<file path="config.mk">
export PLATFORM = sky130hd
export DESIGN_NAME = regfile_wb_arbiter_flat
export DESIGN_NICKNAME = d
export VERILOG_FILES = /design/src/rtl/regfile_wb_arbiter_if.sv /design/src/rtl/regfile_wb_arbiter.sv /design/src/flat_wrapper.sv
export SDC_FILE = /design/constraint.sdc
export NUM_CORES = 1
export LEC_CHECK = 0
export ABC_AREA = 1
export CAP_MARGIN = 25
export CELL_PAD_IN_SITES_DETAIL_PLACEMENT = 1
export CELL_PAD_IN_SITES_GLOBAL_PLACEMENT = 1
export CORE_ASPECT_RATIO = 0.8
export CORE_UTILIZATION = 25
export DETAILED_ROUTE_END_ITERATION = 10
export PLACE_DENSITY_LB_ADDON = 0.3
export SYNTH_ARGS = -nofsm -noshare
export SYNTH_HDL_FRONTEND = slang
export SYNTH_SLANG_ARGS = --single-unit
</file>
<file path="constraint.sdc">
create_clock -name clk -period 2.9 [get_ports clk]
set_input_delay 0.58 -clock clk [delete_from_list [all_inputs] [get_ports clk]]
set_output_delay 0.58 -clock clk [all_outputs]
set_load 0.01 [all_outputs]
</file>
<file path="src/rtl/regfile_wb_arbiter_if.sv">
`default_nettype none
// ============================================================================
// Module   : regfile_wb_arbiter_if
// Purpose  : Writeback request, register-file write and hazard-query bundle
//            for regfile_wb_arbiter.
// Revision : 1.0 - initial release
// ============================================================================
interface regfile_wb_arbiter_if #(
  parameter int ADDR_W = 5,
  parameter int DATA_W = 32
);
  logic              alloc_valid;
  logic [ADDR_W-1:0] alloc_rd;
  logic              req0_valid;
  logic [ADDR_W-1:0] req0_rd;
  logic [DATA_W-1:0] req0_data;
  logic              req0_ready;
  logic              req1_valid;
  logic [ADDR_W-1:0] req1_rd;
  logic [DATA_W-1:0] req1_data;
  logic              req1_ready;
  logic [ADDR_W-1:0] RD;
  logic [DATA_W-1:0] WRITE_DATA;
  logic              reg_wr;
  logic [ADDR_W-1:0] RS;
  logic [ADDR_W-1:0] RT;
  logic              rs_busy;
  logic              rt_busy;

  modport master (
    output alloc_valid, alloc_rd,
    output req0_valid, req0_rd, req0_data,
    output req1_valid, req1_rd, req1_data,
    output RS, RT,
    input  req0_ready, req1_ready,
    input  RD, WRITE_DATA, reg_wr,
    input  rs_busy, rt_busy
  );

  modport slave (
    input  alloc_valid, alloc_rd,
    input  req0_valid, req0_rd, req0_data,
    input  req1_valid, req1_rd, req1_data,
    input  RS, RT,
    output req0_ready, req1_ready,
    output RD, WRITE_DATA, reg_wr,
    output rs_busy, rt_busy
  );
endinterface
`default_nettype wire

</file>
<file path="src/rtl/regfile_wb_arbiter.sv">
`default_nettype none
// ============================================================================
// Module   : regfile_wb_arbiter
// Purpose  : Round-robin arbiter sharing the register-file write port between
//            the ALU (req0) and the load unit (req1), with a registered write
//            stage and a per-register pending-write scoreboard.
//            Option macro WB_R0_FILTER_EN: suppress reg_wr for rd==0 writes.
// Revision : 1.0 - initial release
// ============================================================================
module regfile_wb_arbiter #(
  parameter int ADDR_W = 5,
  parameter int DATA_W = 32,
  parameter int NREG   = 32
) (
  input wire clk,
  input wire rst,
  regfile_wb_arbiter_if.slave bus
);

  logic              w_gnt0;
  logic              w_gnt1;
  logic              w_xfer;
  logic              w_wr;
  logic [ADDR_W-1:0] w_rd;
  logic [DATA_W-1:0] w_data;
  logic [NREG-1:0]   w_busy_nxt;

  logic              r_last_grant;
  logic              r_reg_wr;
  logic [ADDR_W-1:0] r_rd;
  logic [DATA_W-1:0] r_wdata;
  logic [NREG-1:0]   r_busy;

  // r_last_grant==1 means req1 was served last, so req0 wins the next tie.
  assign w_gnt0 = bus.req0_valid && (!bus.req1_valid || r_last_grant);
  assign w_gnt1 = bus.req1_valid && (!bus.req0_valid || !r_last_grant);
  assign w_xfer = w_gnt0 || w_gnt1;
  assign w_rd   = w_gnt0 ? bus.req0_rd   : bus.req1_rd;
  assign w_data = w_gnt0 ? bus.req0_data : bus.req1_data;

`ifdef WB_R0_FILTER_EN
  assign w_wr = w_xfer && (w_rd != '0);
`else
  assign w_wr = w_xfer;
`endif

  // Allocation is applied after the clear so a new producer keeps the bit set.
  always_comb begin
    w_busy_nxt = r_busy;
    if (w_xfer) begin
      w_busy_nxt[w_rd] = 1'b0;
    end
    if (bus.alloc_valid && (bus.alloc_rd != '0)) begin
      w_busy_nxt[bus.alloc_rd] = 1'b1;
    end
    w_busy_nxt[0] = 1'b0;
  end

  always_ff @(posedge clk) begin
    if (rst) begin
      r_last_grant <= 1'b1;
      r_reg_wr     <= 1'b0;
      r_rd         <= '0;
      r_wdata      <= '0;
      r_busy       <= '0;
    end else begin
      r_reg_wr <= w_wr;
      r_busy   <= w_busy_nxt;
      if (w_xfer) begin
        r_rd         <= w_rd;
        r_wdata      <= w_data;
        r_last_grant <= w_gnt1;
      end
    end
  end

  assign bus.req0_ready = w_gnt0;
  assign bus.req1_ready = w_gnt1;
  assign bus.RD         = r_rd;
  assign bus.WRITE_DATA = r_wdata;
  assign bus.reg_wr     = r_reg_wr;
  assign bus.rs_busy    = r_busy[bus.RS];
  assign bus.rt_busy    = r_busy[bus.RT];

endmodule
`default_nettype wire

</file>
<file path="src/flat_wrapper.sv">
// flat-port wrapper written by rule: the top's interface ports become plain ports
module regfile_wb_arbiter_flat 
#(
  parameter int ADDR_W = 5,
  parameter int DATA_W = 32,
  parameter int NREG   = 32
)
  (clk, rst, bus_alloc_valid, bus_alloc_rd, bus_req0_valid, bus_req0_rd, bus_req0_data, bus_req1_valid, bus_req1_rd, bus_req1_data, bus_RS, bus_RT, bus_req0_ready, bus_req1_ready, bus_RD, bus_WRITE_DATA, bus_reg_wr, bus_rs_busy, bus_rt_busy);
  regfile_wb_arbiter_if #(.ADDR_W(ADDR_W), .DATA_W(DATA_W)) bus_i ();
  input wire clk;
  input wire rst;
  input wire logic [$bits(bus_i.alloc_valid)-1:0] bus_alloc_valid;
  input wire logic [$bits(bus_i.alloc_rd)-1:0] bus_alloc_rd;
  input wire logic [$bits(bus_i.req0_valid)-1:0] bus_req0_valid;
  input wire logic [$bits(bus_i.req0_rd)-1:0] bus_req0_rd;
  input wire logic [$bits(bus_i.req0_data)-1:0] bus_req0_data;
  input wire logic [$bits(bus_i.req1_valid)-1:0] bus_req1_valid;
  input wire logic [$bits(bus_i.req1_rd)-1:0] bus_req1_rd;
  input wire logic [$bits(bus_i.req1_data)-1:0] bus_req1_data;
  input wire logic [$bits(bus_i.RS)-1:0] bus_RS;
  input wire logic [$bits(bus_i.RT)-1:0] bus_RT;
  output wire logic [$bits(bus_i.req0_ready)-1:0] bus_req0_ready;
  output wire logic [$bits(bus_i.req1_ready)-1:0] bus_req1_ready;
  output wire logic [$bits(bus_i.RD)-1:0] bus_RD;
  output wire logic [$bits(bus_i.WRITE_DATA)-1:0] bus_WRITE_DATA;
  output wire logic [$bits(bus_i.reg_wr)-1:0] bus_reg_wr;
  output wire logic [$bits(bus_i.rs_busy)-1:0] bus_rs_busy;
  output wire logic [$bits(bus_i.rt_busy)-1:0] bus_rt_busy;
  assign bus_i.alloc_valid = bus_alloc_valid;
  assign bus_i.alloc_rd = bus_alloc_rd;
  assign bus_i.req0_valid = bus_req0_valid;
  assign bus_i.req0_rd = bus_req0_rd;
  assign bus_i.req0_data = bus_req0_data;
  assign bus_i.req1_valid = bus_req1_valid;
  assign bus_i.req1_rd = bus_req1_rd;
  assign bus_i.req1_data = bus_req1_data;
  assign bus_i.RS = bus_RS;
  assign bus_i.RT = bus_RT;
  assign bus_req0_ready = bus_i.req0_ready;
  assign bus_req1_ready = bus_i.req1_ready;
  assign bus_RD = bus_i.RD;
  assign bus_WRITE_DATA = bus_i.WRITE_DATA;
  assign bus_reg_wr = bus_i.reg_wr;
  assign bus_rs_busy = bus_i.rs_busy;
  assign bus_rt_busy = bus_i.rt_busy;
  regfile_wb_arbiter #(.ADDR_W(ADDR_W), .DATA_W(DATA_W), .NREG(NREG)) u_core (.clk(clk), .rst(rst), .bus(bus_i));
endmodule
</file>
[Word level (Yosys, flattened, before mapping)]
Index checks and enable logic that the tools add are counted.
Word-level totals
  flip-flop bits (word level): 71
  bits of input ports: 94
  output and inout port bits: 42
  logic and storage cells: 39
Operators by class
  order comparisons: 6
  muxes and demuxes: 12
  bitwise operators: 3
  reductions and logical operators: 12
Operators by type and width (number)
  $mux 32: 3
  $and 32x32->32: 1
  $not 32->32: 1
  $or 32x32->32: 1
  $lt 5x6->1 const B: 4
  $bmux 1 s5: 2
  $demux 1 s5: 2
  $ge 5x1->1 const B: 2
  $logic_and 1x1->1: 5
  $mux 5: 1
  $reduce_bool 5->1: 1
  $mux 1: 4
  $logic_not 1->1: 3
  $logic_or 1x1->1: 3

[Logic depth before layout (Yosys ltp)]
Gate-level depths: netlist of run 1.
  depth after elaboration: 13
  mapped depth: 11
  depth with buffers taken out: 9

[Worst setup path before layout of run 1]
No wires, ideal clock.
  path type: input port to output port
  from: input port bus_RS[0]
  to: output port bus_rs_busy
  arrival time: 1467 ps
  data required time: 2320 ps
  slack: 853 ps
  stages on the path: 11
  buffers on the path: 2
  cells stage by stage: buf_2 inv_1 buf_2 nand2_1 nand3_1 nand3_1 nand2_1 nand2_1 nand2_1 nand2_1 nand2_1
Between the ends
  longest elaborated chain between the ends: 2
Ends and longest elaborated chain
  start, declared: RTL line flat_wrapper.sv:20  | input wire logic [$bits(bus_i.RS)-1:0] bus_RS;
  $bmux 1 s5: RTL line regfile_wb_arbiter.sv:82  | assign bus.rs_busy = r_busy[bus.RS];
  $mux 1 (not written as such): RTL line regfile_wb_arbiter.sv:82
  end, declared: RTL line flat_wrapper.sv:27  | output wire logic [$bits(bus_i.rs_busy)-1:0] bus_rs_busy;
No other way between the ends. The select of a mux whose other input is x is not followed.

[Final worst setup path of run 1]
  from: input port bus_req0_valid
  to: output port bus_req0_ready
Between the ends
  longest elaborated chain between the ends: 1
Ends and longest elaborated chain
  start, declared: RTL line flat_wrapper.sv:14  | input wire logic [$bits(bus_i.req0_valid)-1:0] bus_req0_valid;
  $logic_and 1x1->1: RTL line regfile_wb_arbiter.sv:35  | assign w_gnt0 = bus.req0_valid && (!bus.req1_valid || r_last_grant);
  end, declared: RTL line flat_wrapper.sv:22  | output wire logic [$bits(bus_i.req0_ready)-1:0] bus_req0_ready;
No other way between the ends.

==> results of run 1 <==
## metrics by stage
step	TNS, ps	instance area (sq um)
2_1_floorplan	0	3775
3_3_place_gp	-82.49	5348
3_5_place_dp	-189.1	5348
4_1_cts	0	5657
5_1_grt	0	5677
6_report	0	5677
## power by group through the flow
| stage | clock network [W] | registers, W | logic, W |
|---|---|---|---|
| 6_report | 0.00109 | 0.00105 | 0.000615 |
| 5_1_grt | 0.00115 | 0.00105 | 0.000665 |
| 4_1_cts | 0.00111 | 0.00105 | 0.000617 |
| 3_5_place_dp | 0 | 0.00107 | 0.000610 |
| 3_3_place_gp | 0 | 0.00106 | 0.000595 |
| 2_1_floorplan | 0 | 0.00108 | 0.000253 |
## sequential cells by signal, indices dropped and copies added (netlist names)
signal,cells
u_core.bus.RD,5
u_core.bus.WRITE_DATA,32
u_core.bus.reg_wr,1
u_core.r_busy,31
u_core.r_last_grant,1
## cells in the final DEF (no fill, tap or decap), types with 10 or more instances in the layout
master and n:
dfxtp_1 70, clkdlybuf4s50_1 130, nand2_1 256, nand3_1 57, inv_1 28, nor2_1 16, a31oi_1 32, a21oi_1 37
buf_4 10, o21ai_0 34
## cells by family after synthesis
logic type | share of synthesized area
compound gates | 0.1680
flops | 0.3712
simple gates | 0.3891
buf+inv | 0.07159
## repair_timing
action	in CTS	in global routing
pin swaps	0	0
cloned	2	0
endpoints found under the setup margin	2	2
gates resized for setup	8	11
## final timing paths
kind / endpoint / slack [ps] / cells past startpoint / start
worst max-delay path: bus_req0_ready / 120 / 4 / bus_req0_valid
worst max register to register: u_core.r_busy[20]$_SDFF_PP0_ / 1080 / 9 / u_core.r_last_grant$_SDFFE_PP1N_
worst min register to register: u_core.bus.RD[0]$_SDFFE_PP0N_ / 460 / 2 / u_core.bus.RD[0]$_SDFFE_PP0N_
worst min-delay path: u_core.bus.RD[0]$_SDFFE_PP0N_ / 460 / 2 / u_core.bus.RD[0]$_SDFFE_PP0N_
## final cells by class
type	count	area, sq um
Clock buffer	10	239.0
Sequential cell	70	1401
Tap cell	184	230.2
Timing Repair Buffer	151	1516
Inverter	35	133.9
Multi-Input combinational cell	461	2106
Fill cell	1818	8816
Clock inverter	5	50.05
## per-layer routing
layer / up-vias / GRT usage
met5: - / 0
met4: 0 / 0.05778
met3: 19 / 0.04430
met2: 115 / 0.3250
met1: 2167 / 0.2606
li1: 2209 / -
## Yosys cell counts (all sizes together)
| cell | instances |
|---|---|
| a21oi | 37 |
| a31oi | 32 |
| a211o | 1 |
| or2 | 1 |
| nand2 | 266 |
| buf | 12 |
| inv | 35 |
| clkbuf | 18 |
| o211ai | 6 |
| o21ai | 36 |
| dfxtp | 70 |
| nand3 | 59 |
| nor2 | 23 |
## critical path: cells and delay by family
family        cells  cell delay [ps]
buf+inv           2             1260
simple gates      2              360
==> results.py, run 1 <==
metrics = {
    "placed_design": {
        "pre_cts_slack_ps": -112.8,
        "routabilityCongestion": 0.8643,
        "dp_hpwl_microns": 11830,
        "io_buffers": 135,
        "place_inst": 899,
    },
    "sta": {
        "setup_viol": 0,
        "slew_headroom": 0.4958,
        "period_needed_ps": 2780,
        "fin_ws_ps": 120.3,
        "rsz0062_at_grt": "no",
        "slew_violations": 0,
        "fmax_mhz": 359.8,
        "finalClockSkew_ps": 6.514,
        "hold-worst-slack_ps": 464.1,
        "fin_crit_sh": 0.9585,
        "hold_viol_final": 0,
        "worst_pin_slew_ps": 753.5,
    },
    "worst_setup_path": {
        "crit_chain": "clkdlybuf4s50_1 > nand2_2 > nand2_2 > clkdlybuf4s50_1",
        "crit_fanout": 8,
        "crit_path_top_delay_cell": "clkdlybuf4s50_1",
        "cp-end-kind": "output pin",
        "path_class": "in -> out",
        "start_kind": "primary input",
        "critPathMaxStageDelay_ps": 720,
        "cp.required_ps": 2320,
        "cp_data_arrival_time_ps": 2200,
    },
    "clock_tree": {
        "clock-sinks": 70,
        "cts-htree-levels": 3,
        "cts-root-buf": "clkbuf_16",
        "post_cts_buffers": 0,
        "clk_path_buf_depth": 2,
        "insertion_delay_ps": 330,
        "cts_hold_buf": 0,
        "cts_made_buffers": 9,
        "clk_pin_slew_ps": 50,
        "cts_tree": "done",
    },
    "die": {
        "row_count": 39,
        "die_h_microns": 111.9,
        "core_area_sq_um": 14490,
        "dieArea_sq_um": 15600,
        "die_w_microns": 139.4,
        "initial_core_util": 0.2605,
        "ios": 136,
    },
    "synthesis": {
        "yosys-top-cells-area": "dfxtp_1 (37%), nand2_1 (26%), nand3_1 (7.6%), a31oi_1 (5.3%), a21oi_1 (4.9%)",
        "syn_inst": 596,
        "synth.cell_area_sq_um": 3775,
        "ys_seq_elements": 70,
        "yosysTopAreaCell": "dfxtp_1",
        "seq_area_frac_synth": 0.3712,
        "avgSynthCellArea_sq_um": 6.334,
        "yosysWarnings": 0,
        "synth_top_area_share": 0.3712,
        "synthesis.nets": 690,
        "yosysUniqueCellTypes": 24,
    },
    "global_route": {
        "antenna_found_initial": 0,
        "grt_usage": 0.1985,
        "grt.overflow.total": 0,
        "grt_pass1_vias": 4578,
        "grt_pass1_wl_microns": 24120,
        "grt_max_degree": 56,
    },
    "job": {
        "max-cap-violations": 0,
    },
    "min_path": {
        "hp-class": "reg -> reg",
    },
    "routing": {
        "post_drt_via_cell_ratio": 4.924,
        "ant_nets": 0,
        "wl_met2_microns": 7167,
        "routed.top_layer": "met4",
        "totalWireLength_microns": 15250,
        "wire_per_inst_microns": 16.65,
        "drc": 0,
        "num_vias": 4510,
        "dr.pass1.iters": 4,
        "met1_length_microns": 6946,
        "met3_length_microns": 858,
        "drtIter0Drc": 325,
    },
    "final_layout": {
        "diodes": 0,
        "finalNonFillerCells": 916,
        "syn_to_final_growth_pct": 50.38,
        "drive_gt1_frac": 0.08197,
        "final_net_count": 822,
        "fin_util": 0.3917,
    },
    "power": {
        "power_density_nw_per_um2": 484.5,
        "leakage_nw": 2.284,
        "total_power_w": 0.002750,
        "power_frac_comb": 0.224,
        "peakVddDrop_uv": 272.8,
        "seqPwrFrac": 0.380,
        "p_int_w": 0.001992,
        "netSwitchingPower_w": 0.0007578,
        "swShare": 0.2755,
        "power.share.clock": 0.396,
    },
    "run_status": {
        "status": "completed",
    },
}
Note: power is estimated with default switching activity, not from simulation.
==> run 2, diff against run 1 <==
--- a/config.mk
+++ b/config.mk
@@ -6,6 +6,7 @@
 export NUM_CORES = 1
 export LEC_CHECK = 0
 export ABC_AREA = 1
+export ABC_CLOCK_PERIOD_IN_PS = 2900
 export CAP_MARGIN = 25
 export CELL_PAD_IN_SITES_DETAIL_PLACEMENT = 1
 export CELL_PAD_IN_SITES_GLOBAL_PLACEMENT = 1
==> results of run 2 <==
The final DEF is identical to that of run 1; final timing and power are the same.
